$ cat src/rtl/button_conditioner.sv
// Debounce front end for the direction buttons: two-flop synchronizer per raw pin,
// then a per-channel stability FSM producing a clean level plus press/release pulses.
module button_conditioner #(
    parameter int NBTN      = 5,
    parameter int DB_CYCLES = 400000,
    parameter int CNTW      = $clog2(DB_CYCLES)
) (
    input  logic            clk,
    input  logic            rst,
    input  logic [NBTN-1:0] raw,
    output logic [NBTN-1:0] btn,
    output logic [NBTN-1:0] btn_dn,
    output logic [NBTN-1:0] btn_up,
    output logic            any_held
);

    typedef enum logic [1:0] {
        IDLE,
        PRESS_WAIT,
        HELD,
        RELEASE_WAIT
    } state_t;

    localparam logic [CNTW-1:0] CNT_LAST = CNTW'(DB_CYCLES - 1);
    localparam logic [CNTW-1:0] CNT_ONE  = CNTW'(1);

    logic [NBTN-1:0] s1_q;
    logic [NBTN-1:0] s2_q;

    // raw is asynchronous; only s2_q is allowed to reach the debounce logic.
    always_ff @(posedge clk) begin
        if (rst) begin
            s1_q <= '0;
            s2_q <= '0;
        end else begin
            s1_q <= raw;
            s2_q <= s1_q;
        end
    end

    genvar gi;
    generate
        for (gi = 0; gi < NBTN; gi++) begin : g_chan
            state_t          state_q;
            logic [CNTW-1:0] cnt_q;
            logic            btn_q;
            logic            dn_q;
            logic            up_q;

            always_ff @(posedge clk) begin
                if (rst) begin
                    state_q <= IDLE;
                    cnt_q   <= '0;
                    btn_q   <= 1'b0;
                    dn_q    <= 1'b0;
                    up_q    <= 1'b0;
                end else begin
                    dn_q <= 1'b0;
                    up_q <= 1'b0;
                    case (state_q)
                        IDLE: begin
                            if (s2_q[gi]) begin
                                cnt_q   <= CNT_ONE;
                                state_q <= PRESS_WAIT;
                            end else begin
                                cnt_q <= '0;
                            end
                        end
                        PRESS_WAIT: begin
                            if (!s2_q[gi]) begin
                                cnt_q   <= '0;
                                state_q <= IDLE;
                            end else if (cnt_q == CNT_LAST) begin
                                cnt_q   <= '0;
                                state_q <= HELD;
                                btn_q   <= 1'b1;
                                dn_q    <= 1'b1;
                            end else begin
                                cnt_q <= cnt_q + CNT_ONE;
                            end
                        end
                        HELD: begin
                            if (!s2_q[gi]) begin
                                cnt_q   <= CNT_ONE;
                                state_q <= RELEASE_WAIT;
                            end
                        end
                        RELEASE_WAIT: begin
                            // A return to high is a bounce: stay pressed and restart.
                            if (s2_q[gi]) begin
                                cnt_q   <= '0;
                                state_q <= HELD;
                            end else if (cnt_q == CNT_LAST) begin
                                cnt_q   <= '0;
                                state_q <= IDLE;
                                btn_q   <= 1'b0;
                                up_q    <= 1'b1;
                            end else begin
                                cnt_q <= cnt_q + CNT_ONE;
                            end
                        end
                        default: begin
                            cnt_q   <= '0;
                            state_q <= IDLE;
                        end
                    endcase
                end
            end

            assign btn[gi]    = btn_q;
            assign btn_dn[gi] = dn_q;
            assign btn_up[gi] = up_q;
        end
    endgenerate

    assign any_held = |btn;

endmodule
$ cat config.mk
export PLATFORM = sky130hd
export DESIGN_NAME = button_conditioner
export DESIGN_NICKNAME = d
export VERILOG_FILES = /design/src/rtl/button_conditioner.sv
export SDC_FILE = /design/constraint.sdc
export NUM_CORES = 1
export LEC_CHECK = 0
export BUFFER_PORTS_ARGS = -buffer_cell sky130_fd_sc_hd__buf_2
export CORE_MARGIN = 1.5
export CORE_UTILIZATION = 55
export CTS_CLUSTER_DIAMETER = 40
export CTS_CLUSTER_SIZE = 16
export DETAILED_ROUTE_END_ITERATION = 12
export PLACE_DENSITY = 0.72
export SYNTH_ARGS = -nofsm -noshare
export SYNTH_HDL_FRONTEND = slang
export SYNTH_SLANG_ARGS = --single-unit
$ cat constraint.sdc
create_clock -name clk -period 3.4 [get_ports clk]
set_clock_uncertainty 0.15 [all_clocks]
set_input_delay 0.51 -clock clk [delete_from_list [all_inputs] [get_ports clk]]
set_output_delay 0.51 -clock clk [all_outputs]
set_load 0.01 [all_outputs]
==> results of run 1 <==
==> per-layer routing <==
layer	track usage [%]	part of all wire [%]	up-vias
li1	-	-	2712
met1	28.9	48	2504
met2	38.3	47	111
met3	7.29	3.8	10
met4	8.15	1.1	0
met5	0	0	-
==> stage by stage <==
stage | instance area [µm²] | hold WS (ns)
after floorplan | 6310 | 0.264
after global placement | 6380 | 0.279
after detailed placement | 6380 | 0.277
after CTS | 6980 | 0.134
after global routing | 6980 | 0.145
final | 6980 | 0.146
==> cell usage in the layout, fill, tap and decap left out, types with 6 or more instances in the layout <==
| master | n |
|---|---|
| dfxtp_1 | 130 |
| nor2_1 | 82 |
| nand2_1 | 71 |
| nand3_1 | 47 |
| a21oi_1 | 32 |
| xor2_1 | 31 |
| a31oi_1 | 27 |
| nor3_1 | 25 |
| nand4_1 | 25 |
| o21ai_0 | 24 |
| buf_2 | 22 |
| and3_1 | 20 |
| inv_1 | 17 |
| clkbuf_16 | 17 |
| nor2b_1 | 16 |
| xnor2_1 | 13 |
| nor4_1 | 11 |
| mux2i_1 | 11 |
| and4_1 | 9 |
| nand3b_1 | 8 |
| nand2b_1 | 8 |
| a21o_1 | 8 |
| a22o_1 | 8 |
| nor3b_1 | 7 |
| buf_4 | 6 |
==> cells by family (layout without fill, tap and decap cells) <==
| logic type | count (synthesis) | count (layout) | share of synthesized area, % |
|---|---|---|---|
| mux | 11 | 11 | 1.74 |
| buf+inv | 63 | 77 | 5.23 |
| flops | 130 | 130 | 41.2 |
| simple gates | 363 | 363 | 30.7 |
| xor+xnor | 44 | 44 | 6.10 |
| fa+ha+maj | 5 | 5 | 0.991 |
| compound gates | 135 | 135 | 14.0 |
==> synthesized netlist by cell type (all sizes together), types with 3 or more instances <==
cell | n | area (µm²)
dfxtp | 130 | 2600
nor2 | 83 | 314
nand2 | 71 | 267
nand3 | 47 | 235
a21oi | 33 | 169
xor2 | 31 | 272
o21ai | 28 | 151
a31oi | 27 | 169
buf | 26 | 191
nand4 | 25 | 156
nor3 | 25 | 125
and3 | 20 | 125
clkbuf | 20 | 75.1
inv | 17 | 63.8
nor2b | 16 | 100
nor4 | 14 | 124
xnor2 | 13 | 114
mux2i | 11 | 110
and4 | 9 | 78.8
a21o | 8 | 60.1
a22o | 8 | 70.1
nand2b | 8 | 50.1
nand3b | 8 | 60.1
nor3b | 7 | 52.6
a211oi | 5 | 42.5
and2 | 5 | 31.3
ha | 5 | 62.6
a22oi | 4 | 30.0
or4b | 4 | 43.8
a2111oi | 3 | 26.3
a41oi | 3 | 26.3
o211ai | 3 | 22.5
or2 | 3 | 18.8
==> path summary, 6_finish.rpt <==
check	to	depth (start not counted)
max reg2reg	g_chan[0].cnt_q[5]$_SDFFE_PP0P_	6
min reg2reg	s2_q[2]$_SDFF_PP0_	1
max	g_chan[0].cnt_q[5]$_SDFFE_PP0P_	6
min	s1_q[1]$_SDFF_PP0_	2
==> power by group through the flow <==
stage	registers, W	clock network (W)	logic, W
floorplan	0.00158	0	0.0000563
global placement	0.00159	0	0.0000635
detailed placement	0.00159	0	0.0000657
CTS	0.00156	0.00189	0.0000658
global route	0.00156	0.00195	0.0000739
finish	0.00156	0.00185	0.0000654
==> sequential cells by signal, summed over array words and instances (netlist names), named ones only <==
signal          flops
g_chan.state_q      5
g_chan.btn_q        5
g_chan.up_q         5
s2_q                5
g_chan.dn_q         5
s1_q                5
g_chan.cnt_q       95
==> final cells by class <==
class	instances	area, µm²
clock buffer	22	474
clock inverter	10	131
fill	924	4050
inverter	17	63.8
multi-input combinational	558	3380
sequential	130	2600
tap	140	175
timing repair buffer	28	155
==> flow_metrics.py, run 1 <==
metrics = {
    "die": {
        "die_h_um": 110,
        "ioPinCount": 23,
        "die_area_um2": 12100,
        "initial_core_util_pct": 57.2,
        "core_um2": 11000,
        "chipWidth_um": 110,
        "fp-row-count": 38,
    },
    "critical_path": {
        "slowest_delay_ns": 0.55,
        "crit_type": "reg -> reg",
        "endpoint_kind": "flop",
        "crit_arrival_ns": 2.77,
        "r2r_slack_ns": 0.81,
        "crit_chain": "ha_1, or4bb_1, nor4_4, a21o_1, o21ai_0, a22o_1",
        "crit_slowest_cell": "or4bb_1",
        "critPathRequiredTime_ns": 3.58,
        "r2r_start": "g_chan[0].cnt_q[0]$_SDFFE_PP0P_",
        "cp-start-kind": "flop",
        "crit_fanout": 12,
        "crit_start": "g_chan[0].cnt_q[0]$_SDFFE_PP0P_",
        "crit_family": "compound AO/OA/AOI/OAI gates",
        "worst-path-buf-inv": 0,
    },
    "layout": {
        "finalNetCount": 764,
        "fin_util_pct": 63.3,
        "antenna_cells": 0,
        "drive_above_1_share_pct": 9.54,
        "area_delta_synth_final_pct": 10.6,
        "instances_no_fill": 905,
    },
    "power_and_ir_drop": {
        "power.share.sequential_pct": 44.8,
        "clkPwrFrac_pct": 53.3,
        "p_sw_share_pct": 20.3,
        "ir_drop_mv": 0.440,
        "power_density_nw_per_um2": 498,
        "p_int_w": 0.00277,
        "comb_power_share_pct": 1.9,
        "power_w": 0.00348,
        "p_sw_w": 0.000706,
        "p_leak_nw": 2.57,
    },
    "clock_tree": {
        "post-cts-setup-buffer-count": 0,
        "ctsHoldBuffers": 0,
        "cts_root_buf": "clkbuf_16",
        "max-clock-path-buffers": 2,
        "cts.sinks": 130,
        "cts_made_buffers": 17,
        "path_clk_slew_ns": 0.05,
        "ctsResizeCount": 0,
        "cts_tree": "done",
        "ctsHtreeMaxLevel": 4,
        "insertion_delay_ns": 0.43,
    },
    "min_path": {
        "hold_path.startpoint": "raw[1]",
        "hp-class": "in -> reg",
    },
    "yosys": {
        "ys_warn_count": 0,
        "yosysSeqAreaShare_pct": 41.2,
        "synth_edf_count": 0,
        "syn_avg_cell_area_um2": 8.41,
        "syn_inst": 751,
        "synth_cell_types": 65,
        "synth_area_um2": 6310,
        "synthArstFlopShare_pct": 0,
        "synthFlopType": "dfxtp_1",
        "ys_ff_latch": 130,
        "synth_nets": 763,
    },
    "grt": {
        "grt_overflow": 0,
        "antenna_found_initial": 0,
        "grt_usage_pct": 23.3,
        "grt_max_degree": 23,
        "grt_pass1_vias": 4904,
        "grt_pass1_wl_mm": 22.1,
    },
    "place": {
        "io_buffers": 22,
        "globalplace.congestion": 0.919,
        "placedCellCount": 873,
        "hpwl_mm": 9.10,
        "pre_cts_ws_ns": 0.842,
    },
    "routing": {
        "drt_iter0_drc": 402,
        "routedWlPerCell_um": 14.5,
        "viasPerCell": 5.90,
        "ant_nets": 0,
        "num_vias": 5337,
        "drc": 0,
        "wirelength_mm": 13.1,
        "drtPass1Iterations": 5,
    },
    "sta": {
        "maxSlewHeadroom_pct": 38.5,
        "hold_viol": 0,
        "rsz0062_at_grt": "false",
        "fmax_mhz": 386,
        "finalSetupViolCount": 0,
        "period_share_pct": 76.2,
        "setup_tns_ns": 0,
        "setup_ws_ns": 0.809,
        "slew_viol_final": 0,
        "tightest_slew_ns": 0.916,
        "period_minus_slack_ns": 2.59,
    },
    "run_status": {
        "status": "complete, no violations",
    },
    "job": {
        "drv_cap": 0,
    },
}
Power figures use the tool's default switching activity.
==> run 2: changes to the inputs <==
clock period = 2.4 ns   (was 3.4 ns; I/O delays follow)
==> run 2 against run 1 <==
Effect of this change: register-to-register slack lost 0.61 ns; critical endpoint is now g_chan[3].cnt_q[14]$_SDFFE_PP0P_; non-clock buffer count grew 25; count of clock-buffer cells in the layout grew 1; global-route usage grew 0.59 points.
==> flow_metrics.py, run 2 (same netlist as run 1, synthesis figures left out) <==
metrics = {
    "run_status": {
        "status": "complete, no violations",
    },
    "critical_path": {
        "crit_type": "reg -> reg",
        "crit_slowest_cell": "or4b_4",
        "cp-start-kind": "flop",
        "crit_arrival_ns": 2.36,
        "crit_chain": "or4b_4, nor4_4, a211oi_4, o211a_1, a221o_1",
        "crit_family": "simple AND/OR/NAND/NOR gates",
        "crit_fanout": 21,
        "worst-path-buf-inv": 0,
        "slowest_delay_ns": 0.56,
        "endpoint_kind": "flop",
        "critPathRequiredTime_ns": 2.55,
    },
    "die": {
        "initial_core_util_pct": 57.2,
        "die_area_um2": 12100,
        "fp-row-count": 38,
        "ioPinCount": 23,
        "die_h_um": 110,
        "chipWidth_um": 110,
        "core_um2": 11000,
    },
    "power_and_ir_drop": {
        "power_w": 0.00508,
        "power_density_nw_per_um2": 702,
        "power.share.sequential_pct": 43.4,
        "p_sw_share_pct": 19.5,
        "p_sw_w": 0.000989,
        "comb_power_share_pct": 2.0,
        "p_leak_nw": 2.72,
        "clkPwrFrac_pct": 54.6,
        "p_int_w": 0.00409,
        "ir_drop_mv": 0.639,
    },
    "routing": {
        "drt_iter0_drc": 396,
        "wirelength_mm": 13.5,
        "drtPass1Iterations": 5,
        "drc": 0,
        "viasPerCell": 5.83,
        "routedWlPerCell_um": 14.6,
        "wl_met2_mm": 6.38,
        "num_vias": 5424,
        "wl_met1_mm": 6.38,
        "wl_met3_um": 578,
        "ant_nets": 0,
        "top_layer": "met4",
    },
    "sta": {
        "fmax_mhz": 453,
        "setup_ws_ns": 0.194,
        "rsz0062_at_grt": "false",
        "finalSetupViolCount": 0,
        "hold_viol": 0,
        "tightest_slew_ns": 0.879,
        "period_share_pct": 91.9,
        "period_minus_slack_ns": 2.21,
        "maxSlewHeadroom_pct": 41.0,
        "slew_viol_final": 0,
    },
    "layout": {
        "n_fill_cell": 918,
        "drive_above_1_share_pct": 12.9,
        "top_register": "g_chan.cnt_q",
        "fin_util_pct": 65.7,
        "final_cell_mix": "dfxtp_1 (128), nor2_1 (82), nand2_1 (71)",
        "mostFrequentLayoutCell": "dfxtp_1",
        "ff_latch_area_um2": 2610,
        "antenna_cells": 0,
        "largest_reg_flops": 95,
        "finalNetCount": 789,
        "instances_no_fill": 930,
        "area_delta_synth_final_pct": 14.7,
        "multiInputGateArea_um2": 3390,
    },
    "grt": {
        "grt_max_degree": 53,
        "grt_overflow": 0,
        "grt_usage_pct": 23.9,
        "grt_pass1_wl_mm": 22.6,
        "antenna_found_initial": 0,
        "grt_pass1_vias": 5028,
    },
    "clock_tree": {
        "cts_made_buffers": 17,
        "ctsHtreeMaxLevel": 4,
        "cts_tree": "done",
        "path_clk_slew_ns": 0.05,
        "cts.sinks": 130,
        "insertion_delay_ns": 0.42,
        "max-clock-path-buffers": 2,
        "cts_root_buf": "clkbuf_16",
    },
    "job": {
        "drv_cap": 0,
    },
    "min_path": {
        "hp-class": "in -> reg",
    },
    "place": {
        "pre_cts_ws_ns": -0.0352,
        "globalplace.congestion": 0.898,
        "placedCellCount": 897,
        "hpwl_mm": 9.43,
        "io_buffers": 22,
    },
}
[run 2: changes by cell type in the layout (fill, tap and decap cells not counted), sizes merged]
cell,change
buf,+25
clkbuf,+1
clkinvlp,+1
clkinv,-3
bufinv,+1
[run 2: power groups by stage]
stage | sequential, W | clock [W] | combinational (W)
floorplan | 0.00224 | 0 | 0.0000797
global placement | 0.00225 | 0 | 0.0000980
detailed placement | 0.00225 | 0 | 0.000102
CTS | 0.00221 | 0.00282 | 0.000103
global route | 0.00221 | 0.00292 | 0.000117
finish | 0.00221 | 0.00277 | 0.000102
[run 2: metal layers]
| layer | global-route usage [%] | vias up |
|---|---|---|
| met1 | 29.4 | 2541 |
| met5 | 0 | - |
| met2 | 39.8 | 112 |
| li1 | - | 2749 |
| met4 | 9.62 | 0 |
| met3 | 6.53 | 22 |
[run 2: final timing paths]
kind                                                       start                               end  slack, ns  cells past startpoint
worst max register to register  g_chan[3].cnt_q[13]$_SDFFE_PP0P_  g_chan[3].cnt_q[14]$_SDFFE_PP0P_       0.19                      5
worst max-delay path            g_chan[3].cnt_q[13]$_SDFFE_PP0P_  g_chan[3].cnt_q[14]$_SDFFE_PP0P_       0.19                      5
worst min register to register                s1_q[1]$_SDFF_PP0_                s2_q[1]$_SDFF_PP0_       0.28                      1
worst min-delay path                                      raw[4]                s1_q[4]$_SDFF_PP0_       0.03                      2
[run 2: stage by stage]
stage | TNS (ns) | instance area (µm²) | hold slack, ns
after CTS | 0 | 7230 | 0.00817
after global placement | 0 | 6570 | 0.265
final | 0 | 7240 | 0.0283
after detailed placement | -0.0702 | 6570 | 0.270
after global routing | 0 | 7240 | 0.0212
after floorplan | 0 | 6310 | 0.264
[run 2: worst register-to-register path, cell delays in order, from the launching register on]
cell	delay, ns
dfxtp_1	0.30
or4b_4	0.56
nor4_4	0.37
a211oi_4	0.25
o211a_1	0.20
a221o_1	0.26
[run 2: timing repair]
action	CTS	global route
hold buffers	0	0
resized for setup	1	3
endpoints found under the setup margin	6	7
pin swaps	0	1
buffers inserted	0	1
[run 2: area by class of cell]
| type | count | share of cell area (%) |
|---|---|---|
| flip-flops and latches | 130 | 36.0 |
| inverters | 17 | 0.881 |
| clock inverters | 9 | 2.07 |
| repair buffers | 53 | 4.91 |
| clock buffers | 23 | 6.88 |
| multi-input cells | 558 | 46.9 |
| well taps | 140 | 2.42 |
